### config.mk
export PLATFORM = sky130hd
export DESIGN_NAME = key_scan_debounce
export DESIGN_NICKNAME = d
export VERILOG_FILES = /design/src/rtl/key_scan_debounce.sv
export SDC_FILE = /design/constraint.sdc
export NUM_CORES = 1
export LEC_CHECK = 0
export ABC_AREA = 1
export BUFFER_PORTS_ARGS = -buffer_cell sky130_fd_sc_hd__buf_4
export CAP_MARGIN = 20
export CORE_UTILIZATION = 26
export DETAILED_ROUTE_END_ITERATION = 10
export HOLD_SLACK_MARGIN = 0.06
export PLACE_DENSITY = 0.53
export SYNTH_ARGS = -nofsm -noshare
export SYNTH_HDL_FRONTEND = slang
export SYNTH_SLANG_ARGS = --single-unit
### constraint.sdc
create_clock -name clk -period 1.6 [get_ports clk]
set_input_delay 0.16 -clock clk [delete_from_list [all_inputs] [get_ports clk]]
set_output_delay 0.16 -clock clk [all_outputs]
set_load 0.05 [all_outputs]
### src/rtl/key_scan_debounce.sv
// 4x4 key matrix scanner: walks one low column at a time, debounces the first
// closure it sees, reports it once, and holds the column until the key is released.
module key_scan_debounce #(
   parameter int SCAN_DIV        = 1000,
   parameter int DEBOUNCE_CYCLES = 100000
) (
   input  logic       clk,
   input  logic       rst_n,
   input  logic [3:0] KEY_R,
   output logic [3:0] KEY_C,
   output logic [3:0] key_code,
   output logic       key_valid,
   output logic       key_held
);

   typedef enum logic [1:0] {
      SCAN        = 2'd0,
      DEBOUNCE    = 2'd1,
      PRESSED     = 2'd2,
      RELEASE_DEB = 2'd3
   } state_t;

   localparam logic [15:0] DWELL_LAST = 16'(SCAN_DIV - 1);
   localparam logic [23:0] DEB_LAST   = 24'(DEBOUNCE_CYCLES - 1);
   localparam logic [3:0]  ROWS_IDLE  = 4'b1111;

   state_t      state_r, state_nx;
   logic [1:0]  col_r, col_nx;
   logic [15:0] dwell_r, dwell_nx;
   logic [23:0] deb_r, deb_nx;
   logic [3:0]  latch_r, latch_nx;
   logic [3:0]  code_nx;
   logic        valid_nx;
   logic [3:0]  sync1_r;
   logic [3:0]  rows_s;

   // Lowest-index low row wins when several rows are closed on one column.
   function automatic logic [1:0] low_row(input logic [3:0] rows);
      logic [1:0] idx;
      casez (rows)
         4'b???0: idx = 2'd0;
         4'b??01: idx = 2'd1;
         4'b?011: idx = 2'd2;
         4'b0111: idx = 2'd3;
         default: idx = 2'd0;
      endcase
      return idx;
   endfunction

   function automatic logic [3:0] col_drive(input logic [1:0] col);
      return ~(4'b0001 << col);
   endfunction

   // Two-flop synchronizer for the row inputs; idle level is all rows high.
   always_ff @(posedge clk or negedge rst_n) begin
      if (!rst_n) begin
         sync1_r <= 4'b1111;
         rows_s  <= 4'b1111;
      end else begin
         sync1_r <= KEY_R;
         rows_s  <= sync1_r;
      end
   end

   // Next-state and datapath decisions; counters stop at their terminal value.
   always_comb begin
      state_nx = state_r;
      col_nx   = col_r;
      dwell_nx = dwell_r;
      deb_nx   = deb_r;
      latch_nx = latch_r;
      code_nx  = key_code;
      valid_nx = 1'b0;
      case (state_r)
         SCAN: begin
            if (dwell_r >= DWELL_LAST) begin
               dwell_nx = 16'd0;
               if (rows_s != ROWS_IDLE) begin
                  latch_nx = rows_s;
                  deb_nx   = 24'd0;
                  state_nx = DEBOUNCE;
               end else begin
                  col_nx = col_r + 2'd1;
               end
            end else begin
               dwell_nx = dwell_r + 16'd1;
            end
         end
         DEBOUNCE: begin
            if (rows_s == latch_r) begin
               if (deb_r >= DEB_LAST) begin
                  state_nx = PRESSED;
                  code_nx  = {low_row(latch_r), col_r};
                  valid_nx = 1'b1;
               end else begin
                  deb_nx = deb_r + 24'd1;
               end
            end else begin
               state_nx = SCAN;
               col_nx   = col_r + 2'd1;
               dwell_nx = 16'd0;
            end
         end
         PRESSED: begin
            if (rows_s == ROWS_IDLE) begin
               state_nx = RELEASE_DEB;
               deb_nx   = 24'd0;
            end else begin
               state_nx = PRESSED;
            end
         end
         RELEASE_DEB: begin
            // Any closure during release debounce means the key is still down.
            if (rows_s == ROWS_IDLE) begin
               if (deb_r >= DEB_LAST) begin
                  state_nx = SCAN;
                  col_nx   = col_r + 2'd1;
                  dwell_nx = 16'd0;
               end else begin
                  deb_nx = deb_r + 24'd1;
               end
            end else begin
               state_nx = PRESSED;
            end
         end
         default: begin
            state_nx = SCAN;
            col_nx   = 2'd0;
            dwell_nx = 16'd0;
            deb_nx   = 24'd0;
         end
      endcase
   end

   // State, counters and registered outputs.
   always_ff @(posedge clk or negedge rst_n) begin
      if (!rst_n) begin
         state_r   <= SCAN;
         col_r     <= 2'd0;
         dwell_r   <= 16'd0;
         deb_r     <= 24'd0;
         latch_r   <= 4'b1111;
         KEY_C     <= 4'b1110;
         key_code  <= 4'h0;
         key_valid <= 1'b0;
         key_held  <= 1'b0;
      end else begin
         state_r   <= state_nx;
         col_r     <= col_nx;
         dwell_r   <= dwell_nx;
         deb_r     <= deb_nx;
         latch_r   <= latch_nx;
         KEY_C     <= col_drive(col_nx);
         key_code  <= code_nx;
         key_valid <= valid_nx;
         key_held  <= (state_nx == PRESSED) || (state_nx == RELEASE_DEB);
      end
   end

endmodule

# [Word-level counts from Yosys, hierarchy flattened]
# Index checks and enable logic that the tools add are counted.
# Widths: inputs -> output; s select.
[word_totals] wordCells=73 in_bits=6 output_inout_bits=10 regBits=66
[classes] n_shift=1 bitwise=1 order_cmp=2 muxes=30 reduce_logical=7 n_eq_ne=18 n_addsub=3
[ops] op="$mux 24" count=6
[ops] op="$pmux 24 s4" count=1
[ops] op="$mux 16" count=4
[ops] op="$pmux 16 s3" count=1
[ops] op="$add 24x1->24 const B" count=1
[ops] op="$ge 24x17->1 const B" count=1
[ops] op="$mux 2" count=11
[ops] op="$add 16x1->16 const B" count=1
[ops] op="$ge 16x10->1 const B" count=1
[ops] op="$ne 2x2->1 const B" count=7
[ops] op="$pmux 2 s3" count=2
[ops] op="$eq 2x2->1 const B" count=4
[ops] op="$pmux 2 s4" count=1
[ops] op="$reduce_and 3->1" count=2
[ops] op="$reduce_and 5->1" count=1
[ops] op="$eq 2x1->1 const B" count=2
[ops] op="$eq 4x3->1 const B" count=1
[ops] op="$eq 4x4->1" count=1
[ops] op="$eq 4x4->1 const B" count=1
[ops] op="$mux 1" count=4
[ops] op="$ne 4x4->1 const B" count=1
[ops] op="$not 4->4" count=1
[ops] op="$reduce_and 4->1" count=1
[ops] op="$shl 1x2->4 const A" count=1
[ops] op="other kinds (5)" count=5

# [Longest topological paths before layout]
# Gate-level depths: netlist of run 1.
[depth] ltp_word=6 mapped_depth=13 ltp_nobuf=13

# [Worst setup path before layout of run 1]
# OpenSTA, ideal clock, no wires.
[synth_path] path_type="register -> register" from="reg deb_r[0]" to="reg dwell_r[2]" arrival_time_ns=1.540 period_less_slack_ns=1.658 setup_slack_ns=-0.058 setup_time_ns=0.118 stages_incl_launch_ff=12 path_cell_list="dfrtp_1 -> ha_1 -> nand2_1 -> o21ai_1 -> nand3_1 -> nand3_2 -> nand2_2 -> a21oi_4 -> inv_2 -> buf_6 -> nand2_1 -> nand2_1"
[synth_between] elab_chain_cells=3
[synth_lines] element="start: declaration" line_no="30" rtl="logic [23:0] deb_r, deb_nx;"
[synth_lines] element="start signal: assignment" line_no="151" rtl="deb_r <= deb_nx;"
[synth_lines] element="$ge 24x17->1" line_no="115" rtl="if (deb_r >= DEB_LAST) begin"
[synth_lines] element="$ne 2x2->1 (no line)"
[synth_lines] element="$reduce_and 4->1 (no line)"
[synth_lines] element="end signal: assignment" line_no="150" rtl="dwell_r <= dwell_nx;"
[synth_lines] element="end: declaration" line_no="29" rtl="logic [15:0] dwell_r, dwell_nx;"
# Every way passes these cells.
# A chain may end at the register's enable or synchronous reset.

# [Final worst setup path of run 1]
[layout_path] from="reg deb_r[0]" to="reg dwell_r[3]"
# The elaborated chain is that of the path after synthesis.

==> metrics.cfg, run 1 <==
[outcome]
status = finished, violations left
violations = setup timing

[clock_tree]
clk_latency_ns = 0.33
clock-root-buffer = clkbuf_16
numClockSinks = 65
clk_pin_slew_ns = 0.06
h-tree-depth = 3
cts_made_buffers = 9
cts_max_path_buffers = 2
cts_tree = done

[pwr]
total_power_mw = 3.62
switching_share = 0.218
pwr-share-seq = 0.462
p_leak_nw = 2.11
p_switching_mw = 0.790
powerDensity_nw_per_um2 = 809
pwr-share-clk = 0.520
p_int_mw = 2.83
peakVddDrop_uv = 608
p_comb_frac = 0.018

[yosys]
synth_cell_type_count = 29
synth_seq_cells = 65
synth.cell_area_um2 = 3260
yosysWarnings = 0
synthesis.nets = 411
yosys.area.top_type_share = 0.383
synthTopCellsByArea = dfrtp_1 38%, nand2_1 13%, dfstp_2 12%
synth_edf_count = 0
yosysTopAreaCell = dfrtp_1
synthCells = 403
synth_seq_area_share = 0.504
avgSynthCellArea_um2 = 8.10
async_flop_share = 1.00
yosysMostFrequentCell = nand2_1
synthTopCellsByCount = 110 x nand2_1, 56 x nor2_1, 50 x dfrtp_1
yosys_most_used_dff = dfrtp_1

[detailed_routing]
vias_per_cell = 4.29
num_vias = 2767
wl_per_cell_um = 11.5
drc = 0
drt_iter0_drc = 144
wirelength_um = 7400
firstDrtPassIters = 4
postRouteAntennaNets = 0

[setup_path]
r2r_slack_ns = -0.04
critPathSlowestCell = dfrtp_1
crit_path_end_kind = flip-flop
critPathArrivalTime_ns = 1.89
required_ns = 1.85
worstPathMaxFanout = 8
r2r-end = dwell_r[3]
crit_path_start_kind = flip-flop
crit_path_cell_trace = ha_2 -> nand2_2 -> o21ai_2 -> nand3_1 -> nand3_2 -> nand2_2 -> a21oi_4 -> buf_6 -> nand2_4 -> o21ai_2
slowest_delay_ns = 0.36
ff2ff_path_depth = 10
path_class = reg -> reg
reg2reg_from = deb_r[0]

[timing]
period_minus_slack_ns = 1.64
fmax_mhz = 610
finalMaxSlewViolations = 0
worst_pin_slew_ns = 0.517
post-route-period-util = 1.02
max_slew_margin = 0.655
final.setup_skew_ns = 0.00552
finalSetupViolations = 21
worst_slack_ns = -0.0386
hold_viol_final = 0
holdWs_ns = 0.354
rsz0062_at_grt = true

[global_route]
grt_first_pass_wirelength_um = 12600
grt_util_met2 = 0.198
grtUsageMet1 = 0.161
grt_antenna_before_repair = 0
grt_pass1_vias = 2742
grt_max_degree = 40
grtUsageTotal = 0.124
grt_overflow_total = 0
use_met3 = 0.0318
grt.busiest_layer = met2

[cells_and_area]
nNetsFinal = 480
n_antenna_cell = 0
syn2layout_area_growth_pct = 36.9
drive_above_1_share = 0.329
fin_util = 0.369

[placement]
dp_hpwl_um = 4910
io_buffers = 15
place.gp.congestion = 0.821

[floorplan]
initial_core_util = 0.270
io_pins = 16
dieArea_um2 = 13000
core_area_um2 = 12100
die_x_um = 114
num_rows = 40
die-height_um = 114

[min_path]
hp-class = reg -> reg
min_to = rows_s[1]
hp-start = sync1_r[1]
whs_path_depth = 0

[run]
max_cap_violations = 0

==> repair_timing <==
item                                    in CTS  in global routing
pin swaps                                   10                 11
resized for setup                           20                 43
setup buffers                                3                  1
endpoints found under the hold margin       28                  0
gates cloned                                 2                  0
endpoints found under the setup margin      31                 55
hold buffers                                 5                  0
==> state kept, by name (all words and copies together), names as in the netlist, named ones only <==
name	count
key_code	4
rows_s	4
KEY_C	4
key_valid	1
deb_r	24
latch_r	4
state_r	1
sync1_r	4
col_r	2
dwell_r	16
==> layer usage <==
metal,vias to the layer above,share of wire
met5,-,0
met4,0,0.019
met3,15,0.028
met2,35,0.47
met1,1310,0.48
li1,1407,-
==> placed cells by master, fill, tap and decap left out, types with 8 or more instances in the layout <==
cell type  Yosys  routed
buf_4          3      55
clkbuf_16      0       9
dfrtp_1       50      49
dfstp_2       15      15
inv_1         34      31
inv_2         14      15
nand2_1      110      93
nand2_2        2      12
nand2_4        1       8
nand3_1       42      33
nand3_2        1       8
nor2_1        56      53
nor3_1        11      11
xor2_1        17      17
==> power by group through the flow <==
stage	registers [mW]	logic, mW	clock network [mW]
floorplan	1.70	0.00696	0
global placement	1.70	0.0582	0
detailed placement	1.70	0.0599	0
CTS	1.67	0.0698	1.92
global route	1.67	0.0765	2.00
finish	1.67	0.0659	1.88
==> logic make-up (layout without fill, tap and decap cells) <==
group,count (synthesis),in the layout,synth area share
compound gates,17,17,0.0341
simple gates,238,239,0.313
flops,65,65,0.504
fa+ha+maj,2,2,0.00766
mux,2,2,0.00690
buf+inv,58,131,0.0778
xor+xnor,21,21,0.0563
==> stage by stage <==
step           setup WS (ns)  instance area (um2)  setup TNS [ns]  instances
2_1_floorplan        -0.0456                 3270          -0.390        403
3_3_place_gp         -0.0407                 3840          -0.582        618
3_5_place_dp         -0.0673                 3840           -1.32        618
4_1_cts              -0.0325                 4310          -0.569        644
5_1_grt               -0.169                 4470           -5.71        645
6_report             -0.0386                 4470          -0.256        645
==> how the worst max path moves through the flow <==
stage | end | from | slack, ns
global route | dwell_r[0] | deb_r[0] | -0.17
global placement | KEY_C[0] | rows_s[1] | -0.04
floorplan | dwell_r[2] | deb_r[0] | -0.05
finish | dwell_r[3] | deb_r[0] | -0.04
detailed placement | deb_r[20] | dwell_r[0] | -0.07
CTS | deb_r[1] | rows_s[0] | -0.03
==> worst max-delay path, delay by kind of cell (launching register included) <==
family                   cells  cell delay [ns]
AO/OA/AOI/OAI                3             0.38
adder cells (fa/ha/maj)      1             0.19
flip-flops                   1             0.36
buffers and inverters        1             0.19
AND/OR/NAND/NOR              5             0.44
==> area by class of cell <==
cell class / count / area, um2
clock buffer: 11 / 253
clock inverter: 5 / 40.0
fill: 1255 / 7640
inverter: 48 / 190
multi-input combinational: 281 / 1560
sequential: 65 / 1650
tap: 168 / 210
timing repair buffer: 67 / 571
(Power assumes the default switching activity.)
==> inputs of run 2 (changes only) <==
--- a/config.mk
+++ b/config.mk
@@ -11,7 +11,9 @@
 export CORE_UTILIZATION = 26
 export DETAILED_ROUTE_END_ITERATION = 10
 export HOLD_SLACK_MARGIN = 0.06
+export MAX_ROUTING_LAYER = met4
 export PLACE_DENSITY = 0.53
+export SKIP_LAST_GASP = 1
 export SYNTH_ARGS = -nofsm -noshare
 export SYNTH_HDL_FRONTEND = slang
 export SYNTH_SLANG_ARGS = --single-unit
==> run 2 against run 1 <==
The run still ends with setup timing left. Sequential share of layout area barely moved. Register-to-register slack improved by 0.02 ns. Via count shrank 0.22%. Hold slack is essentially flat. Wire length about the same. Largest cell class unchanged. Combinational power about the same. Sequential power is essentially flat. Core utilization about the same.
==> metrics.cfg, run 2 (synthesized netlist as in run 1, its figures left out) <==
[setup_path]
worstPathMaxFanout = 8  ; unchanged
path_class = reg -> reg
cp_num_buf_inv = 1  ; unchanged
r2r_slack_ns = -0.02  ; +0.02 ns
required_ns = 1.85  ; about the same
critPathTopFamily = simple AND/OR/NAND/NOR gates
slowest_delay_ns = 0.36  ; about the same
crit_path_start_kind = flip-flop
critPathArrivalTime_ns = 1.86  ; -0.03 ns
crit_path_end_kind = flip-flop
path_common_cell = nand2_2
crit_path_cell_trace = ha_2 -> nand2_2 -> o21ai_2 -> nand3_2 -> nand3_4 -> nand2_2 -> a21oi_4 -> buf_6 -> nand2_1 -> o21ai_0
critPathSlowestCell = dfrtp_1

[timing]
finalMaxSlewViolations = 0  ; unchanged
finalSetupViolations = 17  ; -19%
period_minus_slack_ns = 1.62  ; -0.0195 ns
fmax_mhz = 618  ; +1.2%
rsz0062_at_grt = true
final.setup_skew_ns = 0.00596  ; +0.000440 ns
max_slew_margin = 0.657  ; +0.00159
worst_slack_ns = -0.0191  ; +0.0195 ns
worst_pin_slew_ns = 0.514  ; -0.00238 ns
post-route-period-util = 1.01  ; -0.0122
hold_viol_final = 0  ; unchanged

[cells_and_area]
final_cell_area_um2 = 4470  ; about the same
nNetsFinal = 481  ; +0.21%
drive_above_1_share = 0.322  ; -0.00696
largest_register = deb_r
top_regs = deb_r (24), dwell_r (16)
n_antenna_cell = 0  ; unchanged
layout.cells.most_common = nand2_1
largest_register_ff_count = 24  ; unchanged
syn2layout_area_growth_pct = 36.8  ; about the same
layout_common_cells = 97 x nand2_1, 56 x buf_4, 52 x nor2_1
fin_util = 0.369  ; about the same

[floorplan]
num_rows = 40  ; unchanged
io_pins = 16  ; unchanged
dieArea_um2 = 13000  ; unchanged
core_area_um2 = 12100  ; unchanged
die-height_um = 114  ; unchanged
die_x_um = 114  ; unchanged
initial_core_util = 0.270  ; unchanged

[global_route]
grt_pass1_vias = 2744  ; +0.073%
grt_overflow_total = 0  ; unchanged
grt_max_degree = 40  ; unchanged
grtUsageTotal = 0.127  ; +0.00360
grt_antenna_before_repair = 0  ; unchanged
grt_first_pass_wirelength_um = 12600  ; unchanged

[placement]
io_buffers = 15  ; unchanged
placedInstanceArea_um2 = 3840  ; unchanged
place.gp.congestion = 0.833  ; +1.5%
dp_slack_ns = -0.0673  ; unchanged
dp_hpwl_um = 4910  ; unchanged

[detailed_routing]
postRouteAntennaNets = 0  ; unchanged
firstDrtPassIters = 4  ; unchanged
num_vias = 2761  ; -0.22%
wirelength_um = 7400  ; about the same
wl_per_cell_um = 11.4  ; -0.21%
drt_iter0_drc = 120  ; -17%
drc = 0  ; unchanged
vias_per_cell = 4.27  ; -0.37%

[run]
max_cap_violations = 0  ; unchanged

[clock_tree]
cts_max_path_buffers = 2  ; unchanged
numClockSinks = 65  ; unchanged
h-tree-depth = 3  ; unchanged
clk_pin_slew_ns = 0.06  ; about the same
clk_latency_ns = 0.33  ; about the same
cts_made_buffers = 9  ; unchanged
cts_tree = done
clock-root-buffer = clkbuf_16

[pwr]
p_leak_nw = 2.13  ; +1.0%
p_switching_mw = 0.789  ; -0.15%
powerDensity_nw_per_um2 = 809  ; about the same
switching_share = 0.218  ; -0.000251
p_int_mw = 2.83  ; about the same
total_power_mw = 3.61  ; about the same
peakVddDrop_uv = 608  ; about the same
pwr-share-clk = 0.520  ; about the same
p_comb_frac = 0.018  ; about the same
pwr-share-seq = 0.462  ; about the same

[min_path]
hp-class = reg -> reg

[outcome]
status = finished, violations left
violations = setup timing

[run 2: cell count changes in the layout (fill, tap and decap cells not counted), moves of 4 or more]
cell	before	now
nand2_2	12	7
nand2_1	93	97
o21ai_0	6	10
o21ai_1	4	0
[run 2: final cells by class]
type,instances,area (um2)
fillers,1252,7650
flip-flops and latches,65,1650
multi-input cells,281,1550
repair buffers,68,578
clock buffers,11,253
well taps,168,210
inverters,48,188
clock inverters,5,40.0
[run 2: power groups by stage]
stage          Clock (mW)  Sequential (mW)  Combinational, mW
5_1_grt              1.99             1.67             0.0764
6_report             1.88             1.67             0.0659
3_5_place_dp            0             1.70             0.0599
4_1_cts              1.92             1.67             0.0698
2_1_floorplan           0             1.70            0.00696
3_3_place_gp            0             1.70             0.0582
[run 2: worst paths after layout]
path | start | to | depth (start not counted)
max in group asynchronous | rst_n | KEY_C[3] | 3
setup / recovery | deb_r[0] | dwell_r[4] | 10
hold reg to reg | sync1_r[1] | rows_s[1] | 0
hold / removal | sync1_r[1] | rows_s[1] | 0
min in group asynchronous | rst_n | deb_r[0] | 2
setup reg to reg | deb_r[0] | dwell_r[4] | 10
[run 2: routing by layer]
metal / GRT usage / part of all wire / up-vias
li1: - / - / 1409
met3: 0.0254 / 0.021 / 15
met2: 0.199 / 0.47 / 35
met5: - / 0 / -
met1: 0.160 / 0.49 / 1302
met4: 0.0554 / 0.022 / 0
[run 2: what timing repair did]
| item | CTS | global route |
|---|---|---|
| hold endpoints to repair | 28 | 0 |
| setup endpoints to repair | 31 | 55 |
| hold buffers | 5 | 0 |
| gates resized for setup | 19 | 36 |
| setup buffers | 3 | 2 |
| pin swaps | 7 | 6 |
| gates cloned | 2 | 0 |
[run 2: through the flow]
stage	setup TNS (ns)	instances	hold WS [ns]
after floorplan	-0.390	403	-0.136
after global placement	-0.582	618	0.163
after detailed placement	-1.32	618	0.178
after CTS	-0.586	644	0.355
after global routing	-5.18	646	0.357
final	-0.136	646	0.354
==> inputs of run 3 (changes only) <==
--- a/config.mk
+++ b/config.mk
@@ -12,7 +12,7 @@
 export DETAILED_ROUTE_END_ITERATION = 10
 export HOLD_SLACK_MARGIN = 0.06
 export MAX_ROUTING_LAYER = met4
-export PLACE_DENSITY = 0.53
+export PLACE_DENSITY = 0.51
 export SKIP_LAST_GASP = 1
 export SYNTH_ARGS = -nofsm -noshare
 export SYNTH_HDL_FRONTEND = slang
==> constraint.sdc (replaced) <==
create_clock -name clk -period 1.7 [get_ports clk]
set_input_delay 0.17 -clock clk [delete_from_list [all_inputs] [get_ports clk]]
set_output_delay 0.17 -clock clk [all_outputs]
set_load 0.05 [all_outputs]
==> run 3 against run 2 <==
The run now ends clean. Total power is 3.6% lower. Flip-flop and latch count did not move. Critical path depth is the same. Sequential share of layout area up 1.0 points. Design area decreased by 2.8%. Non-clock buffer count shrank 22. Critical path type unchanged. Critical endpoint is now deb_r[7]. Largest power group unchanged. Highest routed layer unchanged.
==> metrics.cfg, run 3 (synthesized netlist as in run 1, its figures left out) <==
[clock_tree]
clock-root-buffer = clkbuf_16
clk_latency_ns = 0.33  ; about the same
cts_made_buffers = 9  ; unchanged
h-tree-depth = 3  ; unchanged
clk_pin_slew_ns = 0.06  ; about the same
cts_max_path_buffers = 2  ; unchanged
numClockSinks = 65  ; unchanged
cts_tree = done

[detailed_routing]
wirelength_um = 7080  ; -4.3%
drc = 0  ; unchanged
postRouteAntennaNets = 0  ; unchanged
num_vias = 2686  ; -2.7%
firstDrtPassIters = 4  ; unchanged
drt_iter0_drc = 117  ; -2.5%
vias_per_cell = 4.30  ; +0.55%
wl_per_cell_um = 11.3  ; -1.1%

[timing]
hold_viol_final = 0  ; unchanged
max_slew_margin = 0.746  ; +0.0892
finalMaxSlewViolations = 0  ; unchanged
worst_pin_slew_ns = 0.381  ; -0.134 ns
finalSetupViolations = 0  ; -17
post-route-period-util = 0.971  ; -0.0413
final.setup_skew_ns = 0.00785  ; +0.00189 ns
fmax_mhz = 606  ; -1.9%
period_minus_slack_ns = 1.65  ; +0.0309 ns
fin_setup_tns_ns = 0  ; +0.136 ns
rsz0062_at_grt = true

[setup_path]
r2r-end = deb_r[7]
path_class = reg -> reg
critPathSlowestCell = dfstp_2
slowest_delay_ns = 0.56  ; +0.20 ns
path_common_cell = nand2_1
crit_path_start_kind = flip-flop
reg2reg_from = rows_s[3]
required_ns = 1.97  ; +0.12 ns
ff2ff_path_depth = 10  ; unchanged
crit_path_cell_trace = xor2_1 -> nor2_1 -> nand2_1 -> nand2_1 -> o21ai_2 -> a21oi_4 -> buf_12 -> clkbuf_16 -> nand3_1 -> nand2_1
critPathArrivalTime_ns = 1.92  ; +0.06 ns
worstPathMaxFanout = 8  ; unchanged
crit_path_end_kind = flip-flop
r2r_slack_ns = 0.05  ; +0.07 ns

[global_route]
grt_first_pass_wirelength_um = 11800  ; -6.8%
grt_max_degree = 39  ; -2.5%
grtUsageTotal = 0.117  ; -0.00989
grt_overflow_total = 0  ; unchanged
grt_antenna_before_repair = 0  ; unchanged
grt_pass1_vias = 2573  ; -6.2%

[cells_and_area]
largest_register_ff_count = 24  ; unchanged
largest_register = deb_r
layout_common_cells = 99 x nand2_1, 50 x dfrtp_1, 49 x nor2_1
final_cell_area_um2 = 4340  ; -2.8%
syn2layout_area_growth_pct = 32.9
top_regs = deb_r (24), dwell_r (16)
layout.cells.non_filler = 625  ; -3.3%
drive_above_1_share = 0.284  ; -0.0377
n_antenna_cell = 0  ; unchanged
nNetsFinal = 460  ; -4.4%
layout.cells.most_common = nand2_1

[outcome]
status = finished, final reports clean

[pwr]
total_power_mw = 3.48  ; -3.6%
p_int_mw = 2.73  ; -3.3%
powerDensity_nw_per_um2 = 803  ; -0.79%
p_leak_nw = 2.01  ; -5.9%
p_comb_frac = 0.017  ; about the same
pwr-share-clk = 0.531  ; +0.011
peakVddDrop_uv = 597  ; -1.7%
switching_share = 0.216  ; -0.00245
p_switching_mw = 0.752  ; -4.7%
pwr-share-seq = 0.451  ; -0.011

[floorplan]
num_rows = 40  ; unchanged
initial_core_util = 0.270  ; unchanged
core_area_um2 = 12100  ; unchanged
die_x_um = 114  ; unchanged
io_pins = 16  ; unchanged
dieArea_um2 = 13000  ; unchanged
die-height_um = 114  ; unchanged

[run]
max_cap_violations = 0  ; unchanged

[placement]
placedInstanceArea_um2 = 3660  ; -4.6%
dp_cells = 594  ; -3.9%
io_buffers = 15  ; unchanged
dp_hpwl_um = 4560  ; -7.2%
place.gp.congestion = 0.816  ; -2.0%

[min_path]
hp-class = in -> async

## run 3: timing repair
item	4_1_cts	5_1_grt
pin swaps	0	24
setup buffers	0	6
cloned	0	4
resized for setup	1	49
setup endpoints to repair	3	50
hold endpoints to repair	31	0
hold buffers	5	0
## run 3: cell type report
type / instances / area [um2]
fillers: 1274 / 7770
flip-flops and latches: 65 / 1650
multi-input cells: 282 / 1540
repair buffers: 46 / 445
clock buffers: 9 / 225
well taps: 168 / 210
inverters: 48 / 193
clock inverters: 7 / 76.3
## run 3: how the worst max path moves through the flow
stage | start | to | slack (ns) | cells after the start
floorplan | deb_r[0] | dwell_r[2] | 0.04 | 11
global placement | dwell_r[0] | deb_r[19] | 0.05 | 10
detailed placement | dwell_r[0] | deb_r[20] | 0.03 | 10
CTS | dwell_r[1] | deb_r[8] | 0.0004 | 10
global route | deb_r[12] | deb_r[12] | -0.09 | 8
finish | rows_s[3] | deb_r[7] | 0.05 | 10
## run 3: stage by stage
stage	util	hold WS, ns	setup slack [ns]
2_1_floorplan	-	-0.126	0.0420
5_1_grt	0.358	0.319	-0.0866
6_report	0.358	0.295	0.0500
3_5_place_dp	0.302	0.115	0.0252
3_3_place_gp	0.302	0.109	0.0479
4_1_cts	0.332	0.293	0.000408
## run 3: per-layer routing
metal	global-route usage	part of all wire
met5	-	0
met3	0.0397	0.044
met1	0.142	0.48
met4	0.0416	0.0078
met2	0.182	0.47
## run 3: power groups by stage
stage	Clock, mW	Combinational [mW]	Sequential, mW
after floorplan	0	0.00644	1.60
after global placement	0	0.0535	1.60
after detailed placement	0	0.0544	1.60
after CTS	1.92	0.0635	1.57
after global routing	1.98	0.0699	1.57
final	1.85	0.0602	1.57
## run 3: worst max-delay path: cells and delay by family (launching register included)
family,cells,cell delay (ns)
compound gates,2,0.21
buf+inv,2,0.34
xor+xnor,1,0.07
flops,1,0.56
simple gates,5,0.40
